## src/rtl/fast_serial_pkg.sv

```systemverilog
// rtl/fast_serial_pkg.sv - frame constants, FSM state types and frame builder for fast_serial_link
package fast_serial_pkg;

  localparam int   FRAME_BITS = 10;
  localparam logic START_BIT  = 1'b0;
  localparam logic IDLE_LEVEL = 1'b1;

  typedef enum logic [1:0] {
    TX_IDLE,
    TX_SHIFT,
    TX_GAP
  } tx_state_t;

  typedef enum logic {
    RX_IDLE,
    RX_SHIFT
  } rx_state_t;

  // Serial order is bit 0 first: start, D0..D7, source bit.
  function automatic logic [FRAME_BITS-1:0] make_frame(input logic [7:0] data, input logic src);
    return {src, data, START_BIT};
  endfunction

endpackage

```

## src/rtl/fast_serial_fifo.sv

```systemverilog
// rtl/fast_serial_fifo.sv - show-ahead synchronous FIFO with occupancy count
module fast_serial_fifo #(
  parameter int WIDTH = 8,
  parameter int DEPTH = 16
) (
  input  logic                   clk,
  input  logic                   reset,
  input  logic [WIDTH-1:0]       wr_data,
  input  logic                   wr_valid,
  output logic                   wr_ready,
  output logic [WIDTH-1:0]       rd_data,
  output logic                   rd_valid,
  input  logic                   rd_ready,
  output logic [$clog2(DEPTH):0] level
);

  localparam int AW = $clog2(DEPTH);

  logic [WIDTH-1:0] mem [DEPTH];
  logic [AW-1:0]    wr_ptr;
  logic [AW-1:0]    rd_ptr;
  logic [AW:0]      count;
  logic             push;
  logic             pop;

  // Held not-ready during reset so nothing is accepted into a FIFO being cleared.
  assign wr_ready = (count != (AW+1)'(DEPTH)) && !reset;
  assign rd_valid = (count != '0);
  assign push     = wr_valid && wr_ready;
  assign pop      = rd_valid && rd_ready;
  assign rd_data  = mem[rd_ptr];
  assign level    = count;

  always_ff @(posedge clk) begin
    if (push) begin
      mem[wr_ptr] <= wr_data;
    end
  end

  always_ff @(posedge clk) begin
    if (reset) begin
      wr_ptr <= '0;
      rd_ptr <= '0;
      count  <= '0;
    end else begin
      if (push) begin
        wr_ptr <= wr_ptr + 1'b1;
      end
      if (pop) begin
        rd_ptr <= rd_ptr + 1'b1;
      end
      case ({push, pop})
        2'b10:   count <= count + 1'b1;
        2'b01:   count <= count - 1'b1;
        default: count <= count;
      endcase
    end
  end

endmodule

```

## src/rtl/fast_serial_link.sv

```systemverilog
// rtl/fast_serial_link.sv - FT2232 fast-opto-serial transceiver: FSCLK divider, TX/RX FSMs, byte FIFOs
// Optional internal loopback selected by FAST_SERIAL_LOOPBACK_EN.
module fast_serial_link
  import fast_serial_pkg::*;
#(
  parameter int CLK_DIV    = 2,
  parameter int TX_DEPTH   = 16,
  parameter int RX_DEPTH   = 16,
  parameter bit TX_CHANNEL = 1'b0
) (
  input  logic                      i_clk,
  input  logic                      i_reset,
`ifdef FAST_SERIAL_LOOPBACK_EN
  input  logic                      i_loopback,
`endif
  input  logic [7:0]                i_tx_data,
  input  logic                      i_tx_valid,
  output logic                      o_tx_ready,
  output logic [7:0]                o_rx_data,
  output logic                      o_rx_channel,
  output logic                      o_rx_valid,
  input  logic                      i_rx_ready,
  output logic                      o_rx_overflow,
  output logic [$clog2(TX_DEPTH):0] o_tx_level,
  output logic [$clog2(RX_DEPTH):0] o_rx_level,
  output logic                      o_fsclk,
  output logic                      o_fsdi,
  input  logic                      i_fsdo,
  input  logic                      i_fscts
);

  localparam int DIV_W = (CLK_DIV > 1) ? $clog2(CLK_DIV) : 1;

  logic [DIV_W-1:0] div_cnt;
  logic             fsclk_q;
  logic             div_term;
  logic             rise_stb;
  logic             fall_stb;

  logic             fsdi_q;
  logic             fsdo_r;
  logic             fscts_r;
  logic             rx_pin;
  logic             cts_pin;

  tx_state_t             tx_state, tx_next;
  logic [FRAME_BITS-1:0] tx_sh;
  logic [3:0]            tx_cnt;
  logic                  tx_pop;
  logic                  tx_shift;
  logic                  tx_end;
  logic [7:0]            tx_head;
  logic                  tx_avail;

  rx_state_t             rx_state, rx_next;
  logic [FRAME_BITS-2:0] rx_sh;
  logic [3:0]            rx_cnt;
  logic                  rx_sample;
  logic                  rx_done;
  logic                  rx_wr_pend;
  logic                  rx_wr_ready;
  logic [8:0]            rx_head;

  assign div_term = (div_cnt == DIV_W'(CLK_DIV - 1));
  assign rise_stb = div_term && !fsclk_q;
  assign fall_stb = div_term && fsclk_q;
  assign o_fsclk  = fsclk_q;

  always_ff @(posedge i_clk) begin
    if (i_reset) begin
      div_cnt <= '0;
      fsclk_q <= 1'b0;
    end else if (div_term) begin
      div_cnt <= '0;
      fsclk_q <= ~fsclk_q;
    end else begin
      div_cnt <= div_cnt + 1'b1;
    end
  end

`ifdef FAST_SERIAL_LOOPBACK_EN
  // Loopback feeds the serializer straight into the receiver and keeps the pin idle.
  assign rx_pin  = i_loopback ? fsdi_q : i_fsdo;
  assign cts_pin = i_loopback ? 1'b1 : i_fscts;
  assign o_fsdi  = i_loopback ? IDLE_LEVEL : fsdi_q;
`else
  assign rx_pin  = i_fsdo;
  assign cts_pin = i_fscts;
  assign o_fsdi  = fsdi_q;
`endif

  always_ff @(posedge i_clk) begin
    if (i_reset) begin
      fsdo_r  <= IDLE_LEVEL;
      fscts_r <= 1'b0;
    end else begin
      fsdo_r  <= rx_pin;
      fscts_r <= cts_pin;
    end
  end

  always_comb begin
    tx_next  = tx_state;
    tx_pop   = 1'b0;
    tx_shift = 1'b0;
    tx_end   = 1'b0;
    case (tx_state)
      TX_IDLE: begin
        if (rise_stb && tx_avail && fscts_r) begin
          tx_pop  = 1'b1;
          tx_next = TX_SHIFT;
        end
      end
      TX_SHIFT: begin
        if (fall_stb) begin
          if (tx_cnt == 4'(FRAME_BITS)) begin
            tx_end  = 1'b1;
            tx_next = TX_GAP;
          end else begin
            tx_shift = 1'b1;
          end
        end
      end
      TX_GAP: begin
        if (fall_stb) begin
          tx_next = TX_IDLE;
        end
      end
      default: tx_next = TX_IDLE;
    endcase
  end

  always_ff @(posedge i_clk) begin
    if (i_reset) begin
      tx_state <= TX_IDLE;
      tx_sh    <= {FRAME_BITS{IDLE_LEVEL}};
      tx_cnt   <= '0;
      fsdi_q   <= IDLE_LEVEL;
    end else begin
      tx_state <= tx_next;
      if (tx_pop) begin
        tx_sh  <= make_frame(tx_head, TX_CHANNEL);
        tx_cnt <= '0;
      end else if (tx_shift) begin
        fsdi_q <= tx_sh[0];
        tx_sh  <= {IDLE_LEVEL, tx_sh[FRAME_BITS-1:1]};
        tx_cnt <= tx_cnt + 1'b1;
      end
      if (tx_end) begin
        fsdi_q <= IDLE_LEVEL;
      end
    end
  end

  always_comb begin
    rx_next   = rx_state;
    rx_sample = 1'b0;
    rx_done   = 1'b0;
    case (rx_state)
      RX_IDLE: begin
        if (rise_stb && (fsdo_r == START_BIT)) begin
          rx_next = RX_SHIFT;
        end
      end
      RX_SHIFT: begin
        if (rise_stb) begin
          rx_sample = 1'b1;
          if (rx_cnt == 4'(FRAME_BITS - 2)) begin
            rx_done = 1'b1;
            rx_next = RX_IDLE;
          end
        end
      end
      default: rx_next = RX_IDLE;
    endcase
  end

  // Bits enter at the top so after nine samples D0 sits at bit 0 and the source bit at bit 8.
  always_ff @(posedge i_clk) begin
    if (i_reset) begin
      rx_state   <= RX_IDLE;
      rx_sh      <= '0;
      rx_cnt     <= '0;
      rx_wr_pend <= 1'b0;
    end else begin
      rx_state   <= rx_next;
      rx_wr_pend <= rx_done;
      if (rx_sample) begin
        rx_sh  <= {fsdo_r, rx_sh[FRAME_BITS-2:1]};
        rx_cnt <= rx_cnt + 1'b1;
      end else if (rx_state == RX_IDLE) begin
        rx_cnt <= '0;
      end
    end
  end

  assign o_rx_overflow = rx_wr_pend && !rx_wr_ready && !i_reset;
  assign o_rx_data     = rx_head[7:0];
  assign o_rx_channel  = rx_head[8];

  fast_serial_fifo #(
    .WIDTH (8),
    .DEPTH (TX_DEPTH)
  ) u_tx_fifo (
    .clk      (i_clk),
    .reset    (i_reset),
    .wr_data  (i_tx_data),
    .wr_valid (i_tx_valid),
    .wr_ready (o_tx_ready),
    .rd_data  (tx_head),
    .rd_valid (tx_avail),
    .rd_ready (tx_pop),
    .level    (o_tx_level)
  );

  fast_serial_fifo #(
    .WIDTH (9),
    .DEPTH (RX_DEPTH)
  ) u_rx_fifo (
    .clk      (i_clk),
    .reset    (i_reset),
    .wr_data  (rx_sh),
    .wr_valid (rx_wr_pend),
    .wr_ready (rx_wr_ready),
    .rd_data  (rx_head),
    .rd_valid (o_rx_valid),
    .rd_ready (i_rx_ready),
    .level    (o_rx_level)
  );

endmodule

```

## config.mk

```make
export PLATFORM = sky130hd
export DESIGN_NAME = fast_serial_link
export DESIGN_NICKNAME = d
export VERILOG_FILES = /design/src/rtl/fast_serial_pkg.sv /design/src/rtl/fast_serial_fifo.sv /design/src/rtl/fast_serial_link.sv
export SDC_FILE = /design/constraint.sdc
export NUM_CORES = 1
export LEC_CHECK = 0
export ABC_AREA = 1
export CELL_PAD_IN_SITES_DETAIL_PLACEMENT = 1
export CELL_PAD_IN_SITES_GLOBAL_PLACEMENT = 2
export CORE_MARGIN = 4
export CORE_UTILIZATION = 30
export DETAILED_ROUTE_END_ITERATION = 10
export PLACE_DENSITY = 0.67
export SLEW_MARGIN = 20
export SYNTH_ARGS = -nofsm -noshare
export SYNTH_HDL_FRONTEND = slang
export SYNTH_SLANG_ARGS = --single-unit
```

## constraint.sdc

```tcl
create_clock -name i_clk -period 3.1 [get_ports i_clk]
set_clock_uncertainty 0.1 [all_clocks]
set_input_delay 0.465 -clock i_clk [delete_from_list [all_inputs] [get_ports i_clk]]
set_output_delay 0.465 -clock i_clk [all_outputs]
set_load 0.05 [all_outputs]
```

==> results of run 1 <==
==> critical path: cells and delay by family, from the launching register on <==
kind | cells | cell delay [ps]
AO/OA/AOI/OAI | 1 | 100
flip-flops | 1 | 350
buffers and inverters | 2 | 580
AND/OR/NAND/NOR | 4 | 620
==> synth_stat cells (all sizes together) <==
cell type	number
and3	1
ha	21
xnor2	6
nand3	122
clkinv	3
a21boi	1
a21oi	73
clkbuf	30
nand4	5
nor4	1
or2	2
nor3b	1
inv	164
buf	32
xor2	5
o211ai	51
nor3	4
o21ai	102
nand2	251
nand3b	1
fa	1
dfxtp	70
o2111ai	1
edfxtp	272
nor2	147
==> layout make-up <==
cell class | count | area [µm²]
Antenna cell | 2 | 5.00
Multi-Input combinational cell | 796 | 3900
Clock inverter | 17 | 171
Fill cell | 5185 | 30000
Sequential cell | 342 | 9580
Inverter | 167 | 627
Timing Repair Buffer | 82 | 843
Clock buffer | 56 | 1120
Tap cell | 607 | 759
==> metrics by stage <==
step	std cells	total power, mW	area, µm²	setup slack (ps)	util, %
after global routing	2067	13.2	17000	95.0	36.2
after detailed placement	1994	8.04	15700	162	33.4
after global placement	1994	7.98	15700	190	33.4
after CTS	2067	12.8	17000	141	36.2
after floorplan	1367	6.99	14400	91.1	-
final	2069	12.5	17000	277	36.2
==> power groups by stage <==
stage                     Sequential [mW]  Clock (mW)  Combinational (mW)
after floorplan                      5.30           0                1.69
after global routing                 5.19        5.00                3.02
after global placement               5.27           0                2.71
after CTS                            5.18        4.80                2.78
final                                5.17        4.63                2.73
after detailed placement             5.27           0                2.77
==> metal layers <==
| layer | vias to the layer above | GRT usage, % |
|---|---|---|
| met5 | - | 0 |
| met4 | 0 | 4.04 |
| met3 | 43 | 2.21 |
| met2 | 96 | 24.2 |
| met1 | 4723 | 19.7 |
| li1 | 4760 | - |
==> flip-flops by register name (all words and copies together), names as in the netlist, 5 cells and up, named ones only <==
signal and cells:
rx_sh 9, u_rx_fifo.mem 144, u_rx_fifo.level 5, u_tx_fifo.mem 128, u_tx_fifo.level 5, tx_sh 10
==> how the worst min path moves through the flow <==
| stage | start | end | slack, ps | depth (start not counted) |
|---|---|---|---|---|
| global route | i_fscts | fscts_r | 350 | 3 |
| floorplan | tx_sh[1] | tx_sh[0] | 350 | 2 |
| global placement | tx_cnt[3] | tx_cnt[3] | 360 | 2 |
| detailed placement | tx_cnt[3] | tx_cnt[3] | 380 | 2 |
| CTS | i_fscts | fscts_r | 310 | 3 |
| finish | i_fscts | fscts_r | 350 | 3 |
==> logic make-up (layout without fill, tap and decap cells) <==
family          after synthesis  count (layout)
fa+ha+maj                    22              22
buf+inv                     229             322
other cells                   0               2
compound gates              228             228
simple gates                535             535
flops                       342             342
xor+xnor                     11              11
==> results by group, run 1 <==
Status
  – Outcome: complete, no violations

CTS
  – Number of hold buffers added after CTS: 0
  – Clock Latency Late Sink: between 500 and 600 ps
  – Setup repair bufs after CTS: 0
  – Post-CTS sizing: 0
  – Clk buf depth: 3
  – CTS tree: built
  – CTS Root Cell: clkbuf_16
  – Total CTS buffers: 40
  – H-tree levels: 2
  – CTS Sinks: roughly 340
  – CTS clk-pin slew, worst paths: ~60 ps

STA
  – Final hold violations: 0
  – Setup TNS: 0 ps
  – Fin. max-slew vios: 0
  – Tmin final: 2820 ps
  – Relative slew slack: 31.6%
  – Final period util: around nine tenths
  – Setup violators final: 0
  – Actual slew at the worst max-slew pin: a little over 1000 ps
  – Max Freq: between 300 and 400 MHz
  – WHS: between 300 and 400 ps
  – RSZ-0062 raised after global routing: no

Synth
  – Area contributors post-synth: edfxtp_1 (57%), dfxtp_1 (9.7%), nand2_1 (6.5%)
  – Main combinational cell family by area after synthesis: simple AND/OR/NAND/NOR gates
  – Cell taking the most area after synthesis: edfxtp_1
  – Yosys warnings: 0
  – Sequential share of the synthesized area: 66.5%
  – Post-Synth Simple-Gate Area: around 16%
  – Post-synthesis compound-gate area fraction: roughly 8.9%
  – Syn avg cell area: ~11 µm²
  – Post-synth top area share: 56.8%
  – Synth unique cells: 38
  – Synthesized flop and latch total: 342
  – Mux contribution to synthesized area: 0%
  – Post-Synthesis Net Count: approximately 1400
  – XOR/XNOR share of the synthesized area: less than 1%
  – Post-synth design cell area: about 0.014 mm²
  – Mapped Cells: 1367
  – Synth Area in Adders: under 10%

Power and ir drop
  – Combinational cell fraction of total power: ~22%
  – Sw Share: around 30%
  – Clk pwr share: a little under two fifths
  – Leak pwr: between 6 and 7 nW
  – Reg power frac: about two fifths
  – P_sw: around 3.7 mW
  – VDD IR-drop max: ~570 µV
  – Internal: between 8 and 9 mW
  – PD cells: ~740 mW/mm²

Hold path
  – Hold Path Class: in -> reg

Critical path
  – R2R depth: 16
  – Worst-path fanout max: roughly 140
  – Worst path required time: 2530 ps
  – Reg2reg end: u_tx_fifo.level[4]
  – CP Capture Type: output port
  – Reg2reg start: u_tx_fifo.level[0]
  – Setup crit end: o_rx_data[0]
  – WP data arrival: 2260 ps
  – R2r setup slk: 570 ps
  – Crit-path cells: buf_12, nand2_1, o211ai_1, nand3_1, nand3_1, nand2_1, buf_12
  – Crit Path Category: reg -> out
  – Slowest stage cell, crit path: buf_12
  – CP Launch Type: register
  – CP peak stage delay: between 400 and 500 ps

Placed design
  – IO buf count: 37
  – Global placer's final weighted congestion: about 0.74
  – Post-DP HPWL: about 23000 µm

Final layout
  – Most common cell after layout, fill and taps aside: edfxtp_1
  – Layout cells sized above 1: under 10%
  – Most frequent cells in the layout: edfxtp_1 (272), nand2_1 (248), inv_1 (160), nor2_1 (144), nand3_1 (121)
  – Fin nets: around 1500
  – Area Overhead vs Synth: 18.2%

Route
  – Wire length on met3: between 900 and 1000 µm
  – Met2 Wirelength: between 15000 and 20000 µm
  – WL/cell: ~18 µm
  – Drt first pass iters: 5
  – Starting DRC count in detailed routing: a little over 600
  – Via/cell ratio: 4.65
  – Wl on met1: 17500 µm
  – Routed wire length: 36300 µm
  – Post-route ant nets: 0
  – Highest Signal Layer: met4
  – Vias: approximately 9600
  – Remaining DRCs: 0

Floorplanning
  – Die W: ~230 µm
  – Core area: ~0.047 mm²
  – Row cnt: 79
  – Die ar.: 0.0515 mm²
  – Ports: 38
  – Die H: ~230 µm
  – Starting Density: 30.6%

Flow run
  – Max Cap Violations: 0

Global route
  – Number of global-route vias before repair: around 10000
  – GRT Util Overall: ~14%
  – First-pass GRT wire length: 58500 µm
  – Gr ovfl total: 0
  – Maximum number of pins on one net before global-route repair: around 140
  – Initial antenna violation count: 0
Note: power is estimated with default switching activity, not from simulation.
==> inputs of run 2 (changes only) <==
Settings changed: SETUP_SLACK_MARGIN from default to 0.2.
Clock period 3.1 ns to 2.8 ns, I/O delays scaled along.
==> run 2 against run 1 <==
Against the previous run: cell area is 2.4% higher; largest power group unchanged; highest routed layer unchanged; critical endpoint is now o_rx_data[6]; first-iteration DRC count shrank 15%; global-route usage hardly changed.
==> results by group, run 2 (same netlist as run 1, synthesis figures left out) <==
Floorplanning
  – Die ar.: 0.0515 mm² (unchanged)
  – Starting Density: 30.6% (unchanged)
  – Die W: 227 µm (unchanged)
  – Row cnt: 79 (unchanged)
  – Die H: 227 µm (unchanged)
  – Ports: 38 (unchanged)
  – Core area: 0.0470 mm² (unchanged)

Final layout
  – Most common cell after layout, fill and taps aside: edfxtp_1 (unchanged)
  – Area Overhead vs Synth: 21.0% (was 18.2%)
  – Largest register by flop count: u_rx_fifo.mem (unchanged)
  – Biggest regs: u_rx_fifo.mem (144), u_tx_fifo.mem (128), tx_sh (10) (unchanged)
  – # diodes: 0 (was 2)
  – Layout Cells excl Fill: 2089 (was 2069)
  – Core Util, Final: 37.1% (was 36.2%)
  – Fin nets: 1488 (was 1465)
  – Max reg flops: 144 (unchanged)
  – Most frequent cells in the layout: edfxtp_1 (272), nand2_1 (238), inv_1 (158), nor2_1 (143), nand3_1 (115) (was edfxtp_1 (272), nand2_1 (248), inv_1 (160), nor2_1 (144), nand3_1 (121))
  – Layout cells sized above 1: 12.4% (was 9.04%)

Critical path
  – Crit-path cells: buf_12, buf_16, o211ai_1, nand3_1, nand3_2, nand2_2, buf_12 (was buf_12, nand2_1, o211ai_1, nand3_1, nand3_1, nand2_1, buf_12)
  – R2r setup slk: 540 ps (was 570 ps)
  – Most used cell, CP: buf_12
  – Crit Path Category: reg -> out (unchanged)
  – CP peak stage delay: 420 ps (was 410 ps)
  – CP delay by family, top: buffers and inverters (was simple AND/OR/NAND/NOR gates)
  – CP Launch Type: register (unchanged)
  – CP Capture Type: output port (unchanged)
  – Reg2reg end: u_rx_fifo.level[3] (was u_tx_fifo.level[4])
  – Crit path buffers/inverters: 3 (was 2)
  – Slowest stage cell, crit path: dfxtp_4 (was buf_12)
  – R2R depth: 12 (was 16)
  – Reg2reg start: u_rx_fifo.level[0] (was u_tx_fifo.level[0])
  – Worst path required time: 2280 ps (was 2530 ps)
  – Worst-path fanout max: 16 (was 143)
  – WP data arrival: 2000 ps (was 2260 ps)

Global route
  – First-pass GRT wire length: 57900 µm (was 58500 µm)
  – GRT Util Overall: 14.5% (about the same)
  – Gr ovfl total: 0 (unchanged)
  – Number of global-route vias before repair: 10100 (was 10300)
  – Initial antenna violation count: 0 (unchanged)
  – Maximum number of pins on one net before global-route repair: 73 (was 144)

STA
  – Setup violators final: 0 (unchanged)
  – Fin. max-slew vios: 0 (unchanged)
  – Setup TNS: 0 ps (unchanged)
  – RSZ-0062 raised after global routing: yes (was no)
  – Setup ws final: 281 ps (was 277 ps)
  – Tmin final: about 2500 ps
  – Final period util: between 80% and 90%
  – Max Freq: a little under 400 MHz
  – Final hold violations: 0 (unchanged)
  – Actual slew at the worst max-slew pin: 930 ps (was 1030 ps)
  – Relative slew slack: 37.8% (was 31.6%)

Hold path
  – Worst hold path endpoint: fscts_r (unchanged)
  – Hold Path Class: in -> reg (unchanged)
  – Worst hold path cell count: 3 (unchanged)
  – Hold Crit Start: i_fscts (unchanged)

CTS
  – CTS clk-pin slew, worst paths: 60 ps (about the same)
  – Clk buf depth: 3 (unchanged)
  – Total CTS buffers: 39 (was 40)
  – CTS tree: built (unchanged)
  – CTS Sinks: 342 (unchanged)
  – CTS Root Cell: clkbuf_16 (unchanged)
  – Clock Latency Late Sink: 550 ps (about the same)
  – H-tree levels: 2 (unchanged)

Flow run
  – Max Cap Violations: 0 (unchanged)

Route
  – WL/cell: 18.0 µm (was 17.6 µm)
  – Starting DRC count in detailed routing: 526 (was 621)
  – Vias: 9709 (was 9622)
  – Post-route ant nets: 0 (unchanged)
  – Drt first pass iters: 5 (unchanged)
  – Routed wire length: 37500 µm (was 36300 µm)
  – Via/cell ratio: 4.65 (about the same)
  – Remaining DRCs: 0 (unchanged)

Power and ir drop
  – Leak pwr: 6.48 nW (was 6.32 nW)
  – VDD IR-drop max: 356 µV (was 567 µV)
  – PD cells: 815 mW/mm² (was 737 mW/mm²)

Placed design
  – Place WS: 56.4 ps (was 162 ps)
  – Cells after DPL: 2008 (was 1994)
  – Global placer's final weighted congestion: 0.742 (was 0.745)
  – IO buf count: 37 (unchanged)
  – Post-DP HPWL: 23500 µm (was 22700 µm)

Status
  – Outcome: complete, no violations (unchanged)
[run 2: routing by layer]
| layer | share of wire (%) | wire (µm) | GRT usage (%) |
|---|---|---|---|
| met5 | 0 | 0 | 0 |
| met4 | 1.5 | 575 | 3.36 |
| met3 | 3.1 | 1150 | 2.33 |
| met2 | 48 | 18000 | 24.3 |
| met1 | 48 | 17800 | 19.9 |
[run 2: cell type report]
| class | count | area [µm²] |
|---|---|---|
| clock buffers | 54 | 1110 |
| clock inverters | 17 | 111 |
| fillers | 5169 | 29500 |
| inverters | 167 | 632 |
| multi-input cells | 796 | 3990 |
| flip-flops and latches | 342 | 9600 |
| well taps | 607 | 759 |
| repair buffers | 106 | 1210 |
[run 2: repair_timing]
| action | 4_1_cts | 5_1_grt |
|---|---|---|
| hold buffers | 0 | 0 |
| resized for setup | 4 | 35 |
| endpoints found under the setup margin | 9 | 11 |
| cloned | 2 | 4 |
| buffers inserted | 3 | 1 |
| pin swaps | 0 | 7 |
[run 2: how the worst max path moves through the flow]
stage	from	endpoint	slack (ps)	depth (start not counted)
2_1_floorplan	u_rx_fifo.level[0]	u_rx_fifo.level[3]	230	11
3_3_place_gp	i_reset	u_tx_fifo.level[4]	90	16
3_5_place_dp	i_reset	u_rx_fifo.level[4]	60	16
4_1_cts	register	o_rx_data[6]	200	6
5_1_grt	register	o_rx_data[6]	140	7
6_report	register	o_rx_data[6]	280	7
[run 2: worst min-delay path: stages]
cell and delay [ps]:
clkdlybuf4s50_1 400, inv_1 80, nor2_1 40
[run 2: per-stage QoR]
stage,hold slack [ps],instance area [µm²],power [mW]
2_1_floorplan,347,14400,7.81
3_5_place_dp,376,15900,9.04
3_3_place_gp,360,15900,8.98
5_1_grt,353,17400,14.9
4_1_cts,325,17200,14.1
6_report,348,17400,14.2
[run 2: report_power, final]
group | total, mW | switching [mW] | internal [mW]
clock network | 4.85 | 1.99 | 2.86
logic | 3.60 | 2.11 | 1.49
registers | 5.74 | 0.157 | 5.58
==> inputs of run 3 (changes only) <==
Settings changed: CAP_MARGIN from default to 10.
==> results of run 3 <==
No change in the layout: final DEF, timing and power equal those of run 2.
